`config.mk`:
```
export PLATFORM = sky130hd
export DESIGN_NAME = seq_alu
export DESIGN_NICKNAME = d
export VERILOG_FILES = /design/src/rtl/seq_alu.sv
export SDC_FILE = /design/constraint.sdc
export NUM_CORES = 1
export LEC_CHECK = 0
export ABC_CLOCK_PERIOD_IN_PS = 4100
export BUFFER_PORTS_ARGS = -buffer_cell sky130_fd_sc_hd__buf_2
export CORE_MARGIN = 1
export CORE_UTILIZATION = 50
export DETAILED_ROUTE_END_ITERATION = 12
export PLACE_DENSITY = 0.71
export RECOVER_POWER = 100
export SYNTH_ARGS = -nofsm -noshare
export SYNTH_HDL_FRONTEND = slang
export SYNTH_SLANG_ARGS = --single-unit
```
`constraint.sdc`:
```
create_clock -name clk -period 4.1 [get_ports clk]
set_clock_uncertainty 0.15 [all_clocks]
set_input_delay 0.82 -clock clk [delete_from_list [all_inputs] [get_ports clk]]
set_output_delay 0.82 -clock clk [all_outputs]
set_load 0.02 [all_outputs]
```
`src/rtl/seq_alu.sv`:
```
// Sequential ALU: single-cycle logic/arith/shift ops plus a WIDTH-cycle shift-add
// unsigned multiplier. All results are registered; done pulses when they update.
module seq_alu #(
   parameter int WIDTH = 16
) (
   input  logic             clk,
   input  logic             ExternalReset,
   input  logic             start,
   input  logic [9:0]       op,
   input  logic [WIDTH-1:0] A,
   input  logic [WIDTH-1:0] B,
   input  logic             cin,
   output logic             busy,
   output logic             done,
   output logic [WIDTH-1:0] aluout,
   output logic [WIDTH-1:0] mulhi,
   output logic             cout,
   output logic             zout,
   output logic             err,
   output logic [0:0]       dbg_state_o
);

   localparam logic [9:0] OP_B15TO0 = 10'b10_0000_0000;
   localparam logic [9:0] OP_AND    = 10'b01_0000_0000;
   localparam logic [9:0] OP_OR     = 10'b00_1000_0000;
   localparam logic [9:0] OP_NOTB   = 10'b00_0100_0000;
   localparam logic [9:0] OP_SHL    = 10'b00_0010_0000;
   localparam logic [9:0] OP_SHR    = 10'b00_0001_0000;
   localparam logic [9:0] OP_ADD    = 10'b00_0000_1000;
   localparam logic [9:0] OP_SUB    = 10'b00_0000_0100;
   localparam logic [9:0] OP_MUL    = 10'b00_0000_0010;
   localparam logic [9:0] OP_CMP    = 10'b00_0000_0001;

   localparam logic [0:0] S_IDLE = 1'b0;
   localparam logic [0:0] S_MUL  = 1'b1;

   localparam int                CNT_W    = $clog2(WIDTH);
   localparam logic [CNT_W-1:0]  CNT_LAST = CNT_W'(WIDTH - 1);

   logic [0:0]         state_q,  state_d;
   logic [CNT_W-1:0]   cnt_q,    cnt_d;
   logic [2*WIDTH-1:0] mcand_q,  mcand_d;
   logic [WIDTH-1:0]   mplier_q, mplier_d;
   logic [2*WIDTH-1:0] acc_q,    acc_d;
   logic [WIDTH-1:0]   aluout_q, aluout_d;
   logic [WIDTH-1:0]   mulhi_q,  mulhi_d;
   logic               cout_q,   cout_d;
   logic               zout_q,   zout_d;
   logic               err_q,    err_d;
   logic               done_q,   done_d;

   logic               op_legal;
   logic [WIDTH:0]     alu_res;
   logic [2*WIDTH-1:0] acc_step;

   assign op_legal = (op != 10'd0) && ((op & (op - 10'd1)) == 10'd0);

   // {carry/flag, result} for every single-cycle op
   always_comb begin
      alu_res = '0;
      case (op)
         OP_B15TO0: alu_res = {1'b0, B};
         OP_AND:    alu_res = {1'b0, A & B};
         OP_OR:     alu_res = {1'b0, A | B};
         OP_NOTB:   alu_res = {1'b0, ~B};
         OP_SHL:    alu_res = {B[WIDTH-1], B << 1};
         OP_SHR:    alu_res = {B[0], B >> 1};
         OP_ADD:    alu_res = {1'b0, A} + {1'b0, B} + {{WIDTH{1'b0}}, cin};
         OP_SUB:    alu_res = {1'b0, A} - {1'b0, B} - {{WIDTH{1'b0}}, cin};
         OP_CMP:    alu_res = {(A > B), A};
         default:   alu_res = '0;
      endcase
   end

   assign acc_step = acc_q + (mplier_q[0] ? mcand_q : {(2*WIDTH){1'b0}});

   always_comb begin
      state_d  = state_q;
      cnt_d    = cnt_q;
      mcand_d  = mcand_q;
      mplier_d = mplier_q;
      acc_d    = acc_q;
      aluout_d = aluout_q;
      mulhi_d  = mulhi_q;
      cout_d   = cout_q;
      zout_d   = zout_q;
      err_d    = err_q;
      done_d   = 1'b0;
      case (state_q)
         S_IDLE: begin
            if (start) begin
               if (op == OP_MUL) begin
                  state_d  = S_MUL;
                  cnt_d    = '0;
                  mcand_d  = {{WIDTH{1'b0}}, A};
                  mplier_d = B;
                  acc_d    = '0;
                  err_d    = 1'b0;
               end else if (op_legal) begin
                  aluout_d = alu_res[WIDTH-1:0];
                  mulhi_d  = '0;
                  cout_d   = alu_res[WIDTH];
                  zout_d   = (alu_res[WIDTH-1:0] == '0);
                  err_d    = 1'b0;
                  done_d   = 1'b1;
               end else begin
                  aluout_d = '0;
                  mulhi_d  = '0;
                  cout_d   = 1'b0;
                  zout_d   = 1'b1;
                  err_d    = 1'b1;
                  done_d   = 1'b1;
               end
            end
         end
         S_MUL: begin
            acc_d    = acc_step;
            mcand_d  = mcand_q << 1;
            mplier_d = mplier_q >> 1;
            cnt_d    = cnt_q + CNT_W'(1);
            // Final iteration publishes the sum including this step's partial product
            if (cnt_q == CNT_LAST) begin
               state_d  = S_IDLE;
               aluout_d = acc_step[WIDTH-1:0];
               mulhi_d  = acc_step[2*WIDTH-1:WIDTH];
               cout_d   = (acc_step[2*WIDTH-1:WIDTH] != '0);
               zout_d   = (acc_step == '0);
               done_d   = 1'b1;
            end
         end
         default: state_d = S_IDLE;
      endcase
   end

   always_ff @(posedge clk or posedge ExternalReset) begin
      if (ExternalReset) begin
         state_q  <= S_IDLE;
         cnt_q    <= '0;
         mcand_q  <= '0;
         mplier_q <= '0;
         acc_q    <= '0;
         aluout_q <= '0;
         mulhi_q  <= '0;
         cout_q   <= 1'b0;
         zout_q   <= 1'b0;
         err_q    <= 1'b0;
         done_q   <= 1'b0;
      end else begin
         state_q  <= state_d;
         cnt_q    <= cnt_d;
         mcand_q  <= mcand_d;
         mplier_q <= mplier_d;
         acc_q    <= acc_d;
         aluout_q <= aluout_d;
         mulhi_q  <= mulhi_d;
         cout_q   <= cout_d;
         zout_q   <= zout_d;
         err_q    <= err_d;
         done_q   <= done_d;
      end
   end

   assign busy        = (state_q == S_MUL);
   assign done        = done_q;
   assign aluout      = aluout_q;
   assign mulhi       = mulhi_q;
   assign cout        = cout_q;
   assign zout        = zout_q;
   assign err         = err_q;
   assign dbg_state_o = state_q;

endmodule

```
==> flow_metrics.env <==
export IMPL_layout_nets=1678
export IMPL_fmaxAchievable_mhz=239
export IMPL_placeableCoreArea_um2=20500
export IMPL_min_delay_worst_endpoint="mulhi[8]"
export IMPL_timing_reg2reg_setup_slack_ns=-0.08
export IMPL_min_from="mulhi[8]"
export IMPL_clock_tree_htree_level_count=4
export IMPL_post_route_util_pct=63.9
export IMPL_wl_per_cell_um=19.4
export IMPL_critical_path_data_required_time_ns=4.26
export IMPL_final_period_utilization_pct=102
export IMPL_cp_data_arrival_time_ns=4.34
export IMPL_crit_top_cell="or4_4"
export IMPL_cts_buffers_inserted=17
export IMPL_static_leakage_power_uw=0.00598
export IMPL_seq_area_frac_synth_pct=28.7
export IMPL_yosys_register_bits=121
export IMPL_die_w_um=147
export IMPL_grt_overflow_total=0
export IMPL_sequence_of_cells_on_the_critical_path="buf_6 > buf_6 > and2_1 > ha_4 > nand4_1 > nor3_2 > o21ai_2 > a31oi_4 > a21boi_2 > xnor2_1 > or4_4 > or4_4 > or4_4 > a221o_1"
export IMPL_worstReg2RegStart="mplier_q[0]"
export IMPL_fin_total_pwr_uw=9570
export IMPL_synth_edf_count=0
export IMPL_antennaDiodeCount=0
export IMPL_total_vias_in_the_final_route=10900
export IMPL_powerDensity_nw_per_um2=731
export IMPL_drtAntennaViolNets=0
export IMPL_synth_cell_area_um2=10600
export IMPL_start_kind="flop"
export IMPL_hpwl_um=25600
export IMPL_synth_yosys_warnings=0
export IMPL_worst_r2r_endpoint="cout"
export IMPL_cp_slowest_stage_delay_ns=0.53
export IMPL_max_slew_worst_pin_slew_ns=2.72
export IMPL_drt_first_pass_iters=6
export IMPL_path_delay_family="simple AND/OR/NAND/NOR gates"
export IMPL_tns_ns=-0.142
export IMPL_clk_insertion_delay_late_ns=0.43
export IMPL_grt_setup_unrepaired="yes"
export IMPL_hold_slack_ns=0.315
export IMPL_min_period_ns=4.18
export IMPL_crit_path_max_fanout=8
export IMPL_fraction_of_final_layout_cells_sized_beyond_drive_strength_1_pct=19.7
export IMPL_initial_core_utilization_pct=51.5
export IMPL_drcViolationCount=0
export IMPL_root_buffer_selected_by_cts="clkbuf_16"
export IMPL_worst_setup_slack_post_dpl_ns=-0.308
export IMPL_mappedNetlistNets=1495
export IMPL_setup_slack_ns=-0.0777
export IMPL_port_buffers=83
export IMPL_timing_critical_path_to_type="flop"
export IMPL_worstSetupPathType="reg -> reg"
export IMPL_avgSynthCellArea_um2=7.92
export IMPL_replace_congestion=0.981
export IMPL_grt_antenna_before_repair=0
export IMPL_worstHoldPathType="reg -> reg"
export IMPL_max_vdd_drop_uv=386
export IMPL_synth_flop_cell="dfrtp_1"
export IMPL_cts_hold_buffers=0
export IMPL_cts_tree="yes"
export IMPL_wl_um=34900
export IMPL_grt_use_total_pct=31.7
export IMPL_rows=52
export IMPL_avgViaCountPerCell=6.03
export IMPL_status="complete, but fails checks"
export IMPL_die_height_um=147
export IMPL_drt_iter0_drc=940
export IMPL_syn_instance_count=1334
export IMPL_grt_start_max_net_pins=122
export IMPL_synth_lib_cells_used_distinct=78
export IMPL_clock_sink_count=121
export IMPL_number_of_slew_limit_violations_in_the_final_report=241
export IMPL_reg2regPathDepth=14
export IMPL_num_io_pins=84
export IMPL_failed_checks="capacitance limit, slew limit, setup timing"
export IMPL_asyncSetResetFlopFracSynth_pct=100
export IMPL_wire_length_of_the_first_global_routing_pass_um=54200
export IMPL_max_cap_violations=3
export IMPL_area_growth_pct=24.0
export IMPL_hold_vio_cnt_final=0
export IMPL_worstPathBufferInverterCount=2
export IMPL_max_clock_path_buffers=2
export IMPL_min_path_cells=2
export IMPL_number_of_global_route_vias_before_repair=10100
export IMPL_critical_path_slowest_cell="or4_4"
export IMPL_die_area_um2=21700
export IMPL_clk_pin_slew_ns=0.06
export IMPL_slew_limit_headroom_pct=-81.5
export IMPL_final_setup_viol_count=2
==> cell families after synthesis <==
family                     share of synthesized area, %
and+or+nand+nor                                    21.5
DFF                                                28.7
buffers and inverters                              5.21
AOI/OAI and AO/OA                                  25.7
muxes                                             0.782
adders and majority gates                          14.1
xor gates and xnor gates                           4.15
==> cell usage after synthesis, types with 12 or more instances <==
master / count / share of area (%)
nand2_1: 203 / 7.2
dfrtp_1: 121 / 29
nor2_1: 118 / 4.2
ha_1: 110 / 13
o21ai_0: 109 / 5.2
a21oi_1: 88 / 4.2
clkbuf_1: 72 / 2.6
inv_1: 66 / 2.3
and2_1: 34 / 2.0
xnor2_1: 29 / 2.4
a21o_1: 26 / 1.8
nand3_1: 22 / 1.0
xor2_1: 21 / 1.7
o211ai_1: 20 / 1.4
nor3_1: 19 / 0.90
nor2b_1: 18 / 1.1
a22oi_1: 17 / 1.2
a221oi_1: 15 / 1.2
o21a_1: 15 / 1.1
nand4_1: 14 / 0.83
a22o_1: 12 / 1.0
==> routing by layer <==
| metal | track usage (%) | part of all wire [%] | up-vias |
|---|---|---|---|
| li1 | - | - | 5134 |
| met1 | 44.2 | 44 | 5183 |
| met2 | 50.0 | 45 | 456 |
| met3 | 5.00 | 7.1 | 85 |
| met4 | 10.4 | 3.2 | 0 |
| met5 | 0 | 0 | - |
==> where the power goes <==
| part | switching, uW | internal, uW | total (uW) |
|---|---|---|---|
| logic | 3220 | 2920 | 6130 |
| registers | 347 | 1590 | 1940 |
| clock network | 637 | 858 | 1490 |
| total | 4200 | 5370 | 9570 |
==> worst reg2reg max path, stage by stage, from the launching register on <==
cell and delay, ns:
dfrtp_1 0.41, buf_6 0.16, buf_6 0.15, and2_1 0.17, ha_4 0.29, nand4_1 0.14
nor3_2 0.24, o21ai_2 0.11, a31oi_4 0.22, a21boi_2 0.10, xnor2_1 0.17, or4_4 0.53
or4_4 0.51, or4_4 0.43, a221o_1 0.30
==> stage by stage <==
stage | area (um2) | cells
2_1_floorplan | 10600 | 1334
3_3_place_gp | 12100 | 1757
3_5_place_dp | 12100 | 1757
4_1_cts | 12900 | 1792
5_1_grt | 13100 | 1800
6_report | 13100 | 1800
==> how the worst max path moves through the flow <==
stage / from / end / slack, ns / depth (start not counted)
after detailed placement: B[0] / aluout[9] / -0.31 / 15
after global placement: B[0] / aluout[9] / -0.26 / 15
final: mplier_q[0] / cout / -0.08 / 14
after CTS: mplier_q[0] / cout / -0.003 / 13
after floorplan: mplier_q[0] / cout / 0.08 / 13
after global routing: mplier_q[0] / cout / -0.17 / 14
==> cell usage in the layout (no fill, tap or decap), types with 10 or more instances in the layout <==
master	instances
a21o_1	26
a21oi_1	83
a221oi_1	14
a22o_1	12
a22oi_1	17
and2_1	28
and3_1	10
buf_2	45
buf_4	146
clkbuf_1	44
clkbuf_16	17
dfrtp_1	120
ha_1	97
ha_4	11
inv_1	65
nand2_1	200
nand3_1	21
nand4_1	14
nor2_1	118
nor2b_1	18
nor3_1	15
nor4_1	12
o211ai_1	20
o21a_1	15
o21ai_0	104
xnor2_1	27
xor2_1	21
==> registers in the layout, indices dropped and copies added, names as in the netlist <==
name / flops
done: 1
err: 1
cnt_q: 4
busy: 1
cout: 1
aluout: 16
mplier_q: 16
acc_q: 32
mulhi: 16
mcand_q: 32
zout: 1
==> timing repair <==
action,4_1_cts,5_1_grt
pin swaps,7,17
endpoints found under the setup margin,2,3
setup buffers,3,8
resized for setup,21,53
==> cell type report <==
| type | count | area [um2] |
|---|---|---|
| multi-input combinational | 1070 | 7350 |
| inverter | 66 | 251 |
| fill | 1771 | 7400 |
| tap | 270 | 338 |
| clock buffer | 17 | 425 |
| timing repair buffer | 241 | 1540 |
| clock inverter | 15 | 158 |
| sequential | 121 | 3030 |
(Power assumes the default switching activity.)
